==> config.mk <==
export PLATFORM = sky130hd
export DESIGN_NAME = pcm_to_i2s
export DESIGN_NICKNAME = d
export VERILOG_FILES = /design/src/rtl/pcm_to_i2s.sv
export SDC_FILE = /design/constraint.sdc
export NUM_CORES = 1
export LEC_CHECK = 0
export ABC_AREA = 1
export ABC_CLOCK_PERIOD_IN_PS = 2950
export CORE_MARGIN = 5
export CORE_UTILIZATION = 35
export DETAILED_ROUTE_END_ITERATION = 8
export PLACE_DENSITY = 0.49
export SYNTH_ARGS = -nofsm -noshare
export SYNTH_HDL_FRONTEND = slang
export SYNTH_SLANG_ARGS = --single-unit
export TNS_END_PERCENT = 1
==> constraint.sdc <==
create_clock -name clk -period 2.95 [get_ports clk]
set_input_delay 0.885 -clock clk [delete_from_list [all_inputs] [get_ports clk]]
set_output_delay 0.885 -clock clk [all_outputs]
set_load 0.005 [all_outputs]
==> src/rtl/pcm_to_i2s.sv <==
// PCM-to-I2S transmitter: an AXI-stream sample FIFO feeding a Philips I2S serialiser.
// Each 16-bit mono sample is sent in both the left and the right 32-bit slot.
module pcm_to_i2s #(
  parameter int unsigned BCLK_DIV    = 4,
  parameter int unsigned DEPTH       = 4,
  parameter int unsigned START_LEVEL = 2
) (
  input  logic                   clk,
  input  logic                   arst,
  input  logic                   en,
  input  logic [15:0]            s_tdata,
  input  logic                   s_tvalid,
  output logic                   s_tready,
  output logic                   bclk,
  output logic                   lrclk,
  output logic                   sdata,
  output logic                   underrun,
  output logic [$clog2(DEPTH):0] fifo_level
);
  localparam int unsigned AddrW = $clog2(DEPTH);
  localparam int unsigned LvlW  = AddrW + 1;
  localparam int unsigned DivW  = $clog2(BCLK_DIV);

  localparam logic [DivW-1:0] DivLast  = DivW'(BCLK_DIV - 1);
  localparam logic [DivW-1:0] DivHalf  = DivW'(BCLK_DIV / 2);
  localparam logic [LvlW-1:0] LvlFull  = LvlW'(DEPTH);
  localparam logic [LvlW-1:0] LvlStart = LvlW'(START_LEVEL);

  typedef enum logic [1:0] {StIdle, StPrime, StRun} state_e;

  state_e            state_q, state_d;
  logic [DivW-1:0]   div_q, div_d;
  logic [5:0]        bit_q, bit_d;
  logic [AddrW-1:0]  wr_ptr_q, rd_ptr_q;
  logic [LvlW-1:0]   level_q, level_d;
  logic [15:0]       mem_q [DEPTH];
  logic [15:0]       frame_q, frame_d;
  logic              bclk_q, bclk_d;
  logic              lrclk_q, lrclk_d;
  logic              sdata_q, sdata_d;
  logic              push, pop, load, fifo_empty, run_d;
  logic [4:0]        pos_d;
  logic [3:0]        sel_d;

  always_comb begin
    fifo_empty = (level_q == '0);
    s_tready   = (level_q != LvlFull);
    push       = s_tvalid && s_tready;
    load       = 1'b0;
    state_d    = state_q;
    div_d      = '0;
    bit_d      = '0;

    unique case (state_q)
      StIdle: begin
        if (en) state_d = StPrime;
      end
      StPrime: begin
        if (en && level_q >= LvlStart) begin
          state_d = StRun;
          load    = 1'b1;
        end
      end
      StRun: begin
        if (en) begin
          div_d = (div_q == DivLast) ? '0 : div_q + DivW'(1);
          bit_d = (div_q == DivLast) ? bit_q + 6'd1 : bit_q;
          load  = (div_q == DivLast) && (bit_q == 6'd63);
        end
      end
      default: state_d = StIdle;
    endcase
    if (!en) state_d = StIdle;

    // A load always pops the old head; a same-cycle push lands behind it.
    pop      = load && !fifo_empty;
    underrun = load && fifo_empty;

    case ({push, pop})
      2'b10:   level_d = level_q + LvlW'(1);
      2'b01:   level_d = level_q - LvlW'(1);
      default: level_d = level_q;
    endcase

    frame_d = frame_q;
    if (load) frame_d = fifo_empty ? 16'h0000 : mem_q[rd_ptr_q];

    // Outputs are registered for the upcoming counter values.
    run_d   = (state_d == StRun);
    pos_d   = bit_d[4:0];
    sel_d   = 4'(5'd16 - pos_d);
    bclk_d  = run_d && (div_d >= DivHalf);
    lrclk_d = run_d && bit_d[5];
    sdata_d = 1'b0;
    if (run_d && pos_d >= 5'd1 && pos_d <= 5'd16) sdata_d = frame_q[sel_d];
  end

  always_ff @(posedge clk or posedge arst) begin
    if (arst) begin
      state_q  <= StIdle;
      div_q    <= '0;
      bit_q    <= '0;
      wr_ptr_q <= '0;
      rd_ptr_q <= '0;
      level_q  <= '0;
      frame_q  <= '0;
      bclk_q   <= 1'b0;
      lrclk_q  <= 1'b0;
      sdata_q  <= 1'b0;
    end else begin
      state_q  <= state_d;
      div_q    <= div_d;
      bit_q    <= bit_d;
      level_q  <= level_d;
      frame_q  <= frame_d;
      bclk_q   <= bclk_d;
      lrclk_q  <= lrclk_d;
      sdata_q  <= sdata_d;
      if (push) wr_ptr_q <= wr_ptr_q + AddrW'(1);
      if (pop)  rd_ptr_q <= rd_ptr_q + AddrW'(1);
    end
  end

  always_ff @(posedge clk) begin
    if (push) mem_q[wr_ptr_q] <= s_tdata;
  end

  assign bclk       = bclk_q;
  assign lrclk      = lrclk_q;
  assign sdata      = sdata_q;
  assign fifo_level = level_q;

endmodule
---- Word level (Yosys, flattened, before mapping) ----
Memory sizes are Yosys's and may differ from the RTL's.
Index checks and enable logic that the tools add are counted.
storage, ports and cells
  register bits ........................... 36
  memories ................................ 1
  memory bits (writable) .................. 64
  input port bits ......................... 20
  output and inout bits ................... 8
memories
  name   depth  bits a word  rd ports  clocked after memory_dff  write ports  RTL line  source
  mem_q  4      16           1         0                         1            36        logic [15:0] mem_q [DEPTH];
operators by class
  mux-type cells .......................... 19
  reductions and logical operators ........ 13
  $add $sub $neg .......................... 7
  equal/unequal tests ..................... 8
  order comparisons ....................... 5
operators with widths
  kind                 count
  $mux 6               3
  $mux 16              1
  $mux 2               5
  $logic_and 1x1->1    9
  $eq 2x2->1 const B   4
  $add 2x1->2 const B  3
  $add 6x1->6 const B  1
  $eq 6x6->1 const B   1
  $mux 1               6
  $pmux 2 s3           1
  $pmux 3 s2           1
  $ge 5x1->1 const B   1
  $le 5x5->1 const B   1
  $lt 4x5->1 const B   1
  $bmux 1 s4           1
  $eq 2x1->1 const B   2
  $sub 1x4->4 const A  1
  $add 3x1->3 const B  1
  $ge 3x2->1 const B   1
  $logic_not 3->1      1
  $ne 3x3->1 const B   1
  $sub 3x1->3 const B  1
  $ge 2x2->1 const B   1
  $logic_not 2->1      1
  3 further kinds      3

---- Logic depth before layout (Yosys ltp) ----
Gate-level depths: netlist (run 1).
  depth after elaboration ................. 9
  depth in mapped cells ................... 15
  gate-level depth less buffers ........... 14

---- Worst setup path after synthesis (run 1) ----
OpenSTA, ideal clock, no wires.
  path type ............................... input-to-reg
  from .................................... input port en
  to ...................................... register level_q[2] (netlist: fifo_level[2])
  arrival time ............................ 2.574 ns
  stages .................................. 11
  slack ................................... 0.250 ns
  setup time .............................. 0.126 ns
  path buffers ............................ 1
  required time ........................... 2.824 ns
  cell sequence ........................... nand2_1 > o31ai_2 > nand3_2 > buf_6 > clkinv_4 > ha_1 > inv_1 > fa_1 > a21oi_1 > o21ai_0 > xnor2_1
on the way
  cells in the longest elaborated chain, start to end .. 6
  elaborated cells on any way between the ends .. 9
  classes of those cells .................. 2 x eq/ne; 4 x mux; 3 x reduce/logical
ends and longest elaborated chain
  item                                                    RTL line  source
  from (decl)                                             10        input logic en,
  $logic_and 1x1->1                                       59        if (en && level_q >= LvlStart) begin
  $mux 1                                                  59
  $pmux 1 s2 *                                            54        unique case (state_q)
  $logic_and 1x1->1 *                                     76        pop = load && !fifo_empty;
  net pop                                                 41        logic push, pop, load, fifo_empty, run_d;
  $eq 2x1->1 / $eq 2x2->1 (equally long branches)         79        case ({push, pop})
  $pmux 3 s2 / $reduce_bool 2->1 (equally long branches)  -
  to (signal assigned)                                    114       level_q <= level_d;
  to (decl)                                               35        logic [LvlW-1:0] level_q, level_d;
Mark *: on every way through the listed nets, which the timed path passes. The rest lies on a longest branch.
A chain may end at the register's enable or synchronous reset.

---- Worst setup path after layout (run 1) ----
  from .................................... input port en
  to ...................................... output port underrun
on the way
  cells in the longest elaborated chain, start to end .. 4
  elaborated cells on any way between the ends .. 5
  classes of those cells .................. 3 x mux; 2 x reduce/logical
ends and longest elaborated chain
  item                 RTL line  source
  $logic_and 1x1->1    59
  $mux 1               59
  $pmux 1 s2 *         54
  $logic_and 1x1->1 *  77        underrun = load && fifo_empty;
  to (decl)            17        output logic underrun,
Every way passes the cells marked *; elsewhere a longest branch is shown, timed or not.

==> results of run 1 <==
==> worst paths after layout <==
kind | to | start | slack (ns) | depth (start not counted)
worst min-delay path | div_q[0] | div_q[0] | 0.45 | 1
worst max register to register | fifo_level[2] | bit_q[1] | 0.44 | 14
min in group asynchronous | fifo_level[0] | arst | 0.96 | 3
max in group asynchronous | sdata | arst | 1.65 | 3
worst min register to register | div_q[0] | div_q[0] | 0.45 | 1
worst max-delay path | underrun | en | 0.15 | 7
==> layout make-up <==
type                       count  share of cell area [%]
tap                          172                    4.10
sequential                   100                    53.8
timing repair buffer          48                    8.16
inverter                      36                    2.67
clock buffer                  10                    4.36
clock inverter                 6                    1.22
multi-input combinational    244                    25.7
==> Yosys cell counts <==
| master | n |
|---|---|
| a21oi_1 | 19 |
| a32o_1 | 16 |
| buf_2 | 1 |
| buf_6 | 4 |
| clkbuf_1 | 9 |
| clkbuf_8 | 1 |
| clkinv_4 | 1 |
| dfrtp_1 | 36 |
| edfxtp_1 | 64 |
| fa_1 | 1 |
| ha_1 | 13 |
| inv_1 | 35 |
| nand2_1 | 106 |
| nand2_2 | 4 |
| nand3_1 | 28 |
| nand3_2 | 1 |
| nand4_1 | 1 |
| nor2_1 | 19 |
| nor2_2 | 1 |
| nor2_4 | 1 |
| nor3_1 | 4 |
| o211ai_1 | 1 |
| o21ai_0 | 6 |
| o21ai_1 | 8 |
| o21ai_2 | 10 |
| o31ai_2 | 1 |
| xnor2_1 | 3 |
| xor2_1 | 1 |
==> flip-flops by register name, indices dropped and copies added, names as in the netlist <==
| register | count |
|---|---|
| mem_q | 64 |
| frame_q | 16 |
| bit_q | 6 |
| fifo_level | 3 |
| div_q | 2 |
| rd_ptr_q | 2 |
| state_q | 2 |
| wr_ptr_q | 2 |
| bclk | 1 |
| lrclk | 1 |
| sdata | 1 |
==> power breakdown <==
group          switching [W]  total [W]  leakage [nW]  internal (W)
sequential          0.000179    0.00203          1.06       0.00185
combinational       0.000774    0.00130         0.936      0.000523
clock               0.000495    0.00115         0.135      0.000657
==> metal layers <==
layer | up-vias | routed length (um)
met1 | 1321 | 4020
met4 | 0 | 146
met5 | - | 0
li1 | 1442 | -
met3 | 10 | 180
met2 | 37 | 4060
==> per-stage QoR <==
stage,util [%],worst slack (ns),setup TNS (ns),std cells
2_1_floorplan,-,0.250,0,395
3_3_place_gp,39.7,-0.409,-0.603,600
3_5_place_dp,39.7,-0.401,-0.602,600
4_1_cts,42.1,0.147,0,616
5_1_grt,42.1,0.0465,0,616
6_report,42.1,0.153,0,616
==> timing repair <==
| item | in CTS | in global routing |
|---|---|---|
| hold endpoints to repair | 0 | 0 |
| endpoints found under the setup margin | 1 | 0 |
| resized for setup | 5 | 0 |
==> cells by family (layout without fill, tap and decap cells) <==
logic type | after synthesis | after routing | synth area share [%]
buffers and inverters | 51 | 100 | 5.40
and+or+nand+nor | 165 | 165 | 15.6
AOI/OAI and AO/OA | 61 | 61 | 9.84
adders and majority gates | 14 | 14 | 4.15
DFF | 100 | 100 | 64.2
xor gates and xnor gates | 4 | 4 | 0.797
==> summary.md, run 1 <==
| Metric | Value |
|---|---|
| Status | `complete, no violations` |
| Area of the multi-input gates | `around 1300 um^2` |
| Die Height | `122 um` |
| Post-CTS setup repair buffer count | `0` |
| Synth top area share | `43.7%` |
| WP buf/inv | `3` |
| Grt peak-use layer | `met2` |
| Initial core utilization | `a little over a third` |
| Post-route DRC | `0` |
| Worst Hold Class | `flop to flop` |
| Hpwl dp | `5.58 mm` |
| Placement Cell Area | `a little under 5000 um^2` |
| CTS clock-pin slew for the worst setup and hold paths | `approximately 0.07 ns` |
| Final Hold Viols | `0` |
| Met1 Use GR | `16.4%` |
| Synth unique cells | `28` |
| IO Port Bufs | `27` |
| Most frequent cells in the layout | `106 x nand2_1, 64 x edfxtp_1, 36 x dfrtp_1, 35 x inv_1, 28 x nand3_1` |
| Synth area leader | `edfxtp_1` |
| H-tree depth | `3` |
| Slowest cell on the critical path | `dlygate4sd2_1` |
| Share of layout cells above drive strength 1 | `roughly an eighth` |
| Overall Power | `0.00448 W` |
| Vias in the first global route | `between 2000 and 3000` |
| Synthesized flop and latch total | `100` |
| Critical path arrival | `1.91 ns` |
| Max-Cap Viols | `0` |
| Seq/Total Area, Yosys | `roughly 64%` |
| Syn Nets | `429` |
| Slew margin rel. | `just under 70%` |
| Iteration-0 DRC Markers | `153` |
| Final setup viols | `0` |
| TritonCTS clock tree | `built` |
| # diodes | `0` |
| Setup Crit Path Kind | `input pin to primary output` |
| Met3 Use GR | `under 10%` |
| Unrepaired setup endpoints after global routing | `no` |
| Fillcell total | `about 1200` |
| Yosys warning count | `0` |
| Later-pin clock latency in the skew report | `~0.34 ns` |
| Largest net degree at the start of global routing | `37` |
| CTS Buf Count | `9` |
| Slew Viols, Final | `0` |
| Antenna violation net count after detailed routing | `0` |
| Die Wd | `122 um` |
| Die area | `14900 um^2` |
| CP delay by family, top | `buffers and inverters` |
| Mapped Area | `about 4400 um^2` |
| Hold WS | `0.453 ns` |
| Initial antenna violation count | `0` |
| FP Rows | `41` |
| Fmax | `around 360 MHz` |
| Total Wirelength | `8.40 mm` |
| Min Tclk post-route | `between 2 and 3 ns` |
| Via Count | `between 2000 and 3000` |
| Finished Cell Area | `5250 um^2` |
| PD cells | `854 nW/um^2` |
| Grt ovf | `0` |
| Layout area overhead | `19.3%` |
| Routed vias/inst | `4.56` |
| GRT Util Overall | `between 10 and 15%` |
| Leak pwr | `2.13 nW` |
| Reg area | `2820 um^2` |
| CP endpoint kind | `primary output` |
| Final nets | `about 470` |
| Critical Path Fanout Max | `4` |
| Maximum VDD drop | `roughly 0.00031 V` |
| CTS max path bufs | `2` |
| CTS Hold Bufs | `0` |
| Final Skew | `0.00739 ns` |
| CTS sink count | `100` |
| Core box area | `approximately 12000 um^2` |
| Synth area leaders | `edfxtp_1 44%, dfrtp_1 20%, nand2_1 9.0%` |
| I/O pins | `28` |
| Met2 Use GR | `roughly a fifth` |
| Root Driver | `clkbuf_16` |
| Syn Area/Cell | `about 11 um^2` |
| Critical-path cell list | `dlygate4sd2_1, buf_4, o211ai_1, o31ai_4, nand2_2, nor2_1, clkdlybuf4s15_2` |
| Worst-margin pin slew | `0.472 ns` |
| Slowest stage delay, CP | `between 0.2 and 0.3 ns` |
| Commonest non-fill, non-tap cell in the layout | `nand2_1` |
| Post-route clock period utilization | `about 95%` |
| Routed len/inst | `13.6 um` |
| Pre-antenna DRT Iters | `4` |
| First-pass GRT wire length | `roughly 14 mm` |
| CP required | `~2.1 ns` |
| Cells after synthesis | `around 400` |
| CP Launch Type | `input pin` |
| Routability congestion estimate | `~0.8` |
Power figures use the tool's default switching activity.
==> run 2, diff against run 1 <==
- MAX_ROUTING_LAYER: not set -> met4
==> run 2 against run 1 <==
- non-clock buffer count is the same
- largest cell class unchanged
- combinational power is essentially flat
- sequential share of layout area is the same
==> summary.md, run 2 (synthesized netlist as in run 1, its figures left out) <==
| Metric | Value |
|---|---|
| PD cells | `between 800 and 900 nW/um^2` |
| Max reg flops | `64` |
| Leak pwr | `between 2 and 2.5 nW` |
| GRT Util Overall | `between 10 and 15%` |
| Post-route DRC | `0` |
| Final nets | `between 400 and 500` |
| Die Wd | `around 120 um` |
| Hold path start | `div_q[0]` |
| Worst Hold Class | `flop to flop` |
| Setup Crit Path Kind | `input pin to primary output` |
| Share of layout cells above drive strength 1 | `roughly 13%` |
| Largest Register | `mem_q` |
| Slew Viols, Final | `0` |
| Final setup viols | `0` |
| R2r worst-path depth | `14` |
| Later-pin clock latency in the skew report | `0.34 ns` |
| CP required | `just over 2 ns` |
| Initial antenna violation count | `0` |
| Status | `complete, no violations` |
| Core box area | `about 12000 um^2` |
| Worst Setup SP | `en` |
| CTS Buf Count | `9` |
| Max-Cap Viols | `0` |
| Unrepaired setup endpoints after global routing | `no` |
| Root Driver | `clkbuf_16` |
| Top flop regs | `mem_q: 64 flops, frame_q: 16 flops, bit_q: 6 flops` |
| Via Count | `between 2000 and 3000` |
| Maximum VDD drop | `0.000314 V` |
| TritonCTS clock tree | `built` |
| Routed vias/inst | `4.55` |
| Die Height | `between 100 and 150 um` |
| Slew margin rel. | `68.4%` |
| Initial core utilization | `about a third` |
| Total Wirelength | `between 8 and 9 mm` |
| Routability congestion estimate | `about 0.8` |
| Commonest non-fill, non-tap cell in the layout | `nand2_1` |
| Die area | `about 15000 um^2` |
| Most frequent cells in the layout | `106 x nand2_1, 64 x edfxtp_1, 36 x dfrtp_1, 35 x inv_1, 28 x nand3_1` |
| Post-route clock period utilization | `94.9%` |
| Vias in the first global route | `2789` |
| Reg2Reg Capture Point | `fifo_level[2]` |
| Min Tclk post-route | `2.80 ns` |
| H-tree depth | `3` |
| Final Hold Viols | `0` |
| Hpwl dp | `~5.6 mm` |
| Final Skew | `0.00682 ns` |
| Worst setup path endpoint | `underrun` |
| Worst-margin pin slew | `0.475 ns` |
| Setup slack at placement | `-0.401 ns` |
| Grt ovf | `0` |
| CTS clock-pin slew for the worst setup and hold paths | `about 0.070 ns` |
| Largest net degree at the start of global routing | `37` |
| CTS max path bufs | `2` |
| Fmax | `~360 MHz` |
| Post-CTS setup repair buffer count | `0` |
| I/O pins | `28` |
| Reg-to-Reg Start | `bit_q[1]` |
| FP Rows | `41` |
| CTS Hold Bufs | `0` |
| IO Port Bufs | `27` |
| Routed len/inst | `13.7 um` |
| Hold WS | `0.453 ns` |
| # diodes | `0` |
| Final WS setup | `0.151 ns` |
| CP Launch Type | `input pin` |
| Pre-antenna DRT Iters | `4` |
| Fin cells | `between 600 and 700` |
| Reg-to-reg setup timing slack | `~0.44 ns` |
| First-pass GRT wire length | `~14 mm` |
| Fillcell total | `between 1000 and 1500` |
| Critical path arrival | `roughly 1.9 ns` |
| Placed Cells | `600` |
| CTS sink count | `100` |
| Antenna violation net count after detailed routing | `0` |
| Post_cts resized | `5` |
| Iteration-0 DRC Markers | `~160` |
| Layout area overhead | `19.3%` |
| CP endpoint kind | `primary output` |
| Fin Setup TNS | `0 ns` |
| Critical Path Fanout Max | `4` |
| Final core utilization | `42.1%` |
==> run 2: critical path, stage by stage <==
cell             delay (ns)
dlygate4sd2_1          0.25
buf_4                  0.15
o211ai_1               0.16
o31ai_4                0.14
nand2_2                0.08
nor2_1                 0.05
clkdlybuf4s15_2        0.20
==> run 2: worst min-delay path by stage <==
stage | endpoint | slack [ns] | depth (start not counted)
global placement | div_q[0] | 0.43 | 1
finish | div_q[0] | 0.45 | 1
global route | div_q[0] | 0.48 | 1
floorplan | div_q[0] | 0.41 | 1
CTS | div_q[0] | 0.46 | 1
detailed placement | div_q[0] | 0.45 | 1
==> run 2: cell type report <==
class	instances	area [um^2]	area share [%]
Tap cell	172	215	4.10
Inverter	36	140	2.67
Clock inverter	6	63.8	1.22
Timing Repair Buffer	48	428	8.16
Multi-Input combinational cell	244	1350	25.7
Clock buffer	10	229	4.36
Sequential cell	100	2820	53.8
==> run 2: metrics by stage <==
step / power [W] / instance area (um^2)
floorplan: 0.00295 / 4400
global placement: 0.00336 / 4940
detailed placement: 0.00338 / 4940
CTS: 0.00454 / 5250
global route: 0.00481 / 5250
finish: 0.00449 / 5250
==> run 2: layer usage <==
metal | wire, um | track usage, %
met5 | 0 | -
met1 | 4010 | 16.4
met3 | 195 | 2.32
met4 | 168 | 5.67
met2 | 4040 | 20.1
==> run 2: report_power, final <==
group	total [W]	internal [W]	switching, W
Clock	0.00116	0.000657	0.000499
Combinational	0.00130	0.000523	0.000776
Sequential	0.00203	0.00185	0.000180
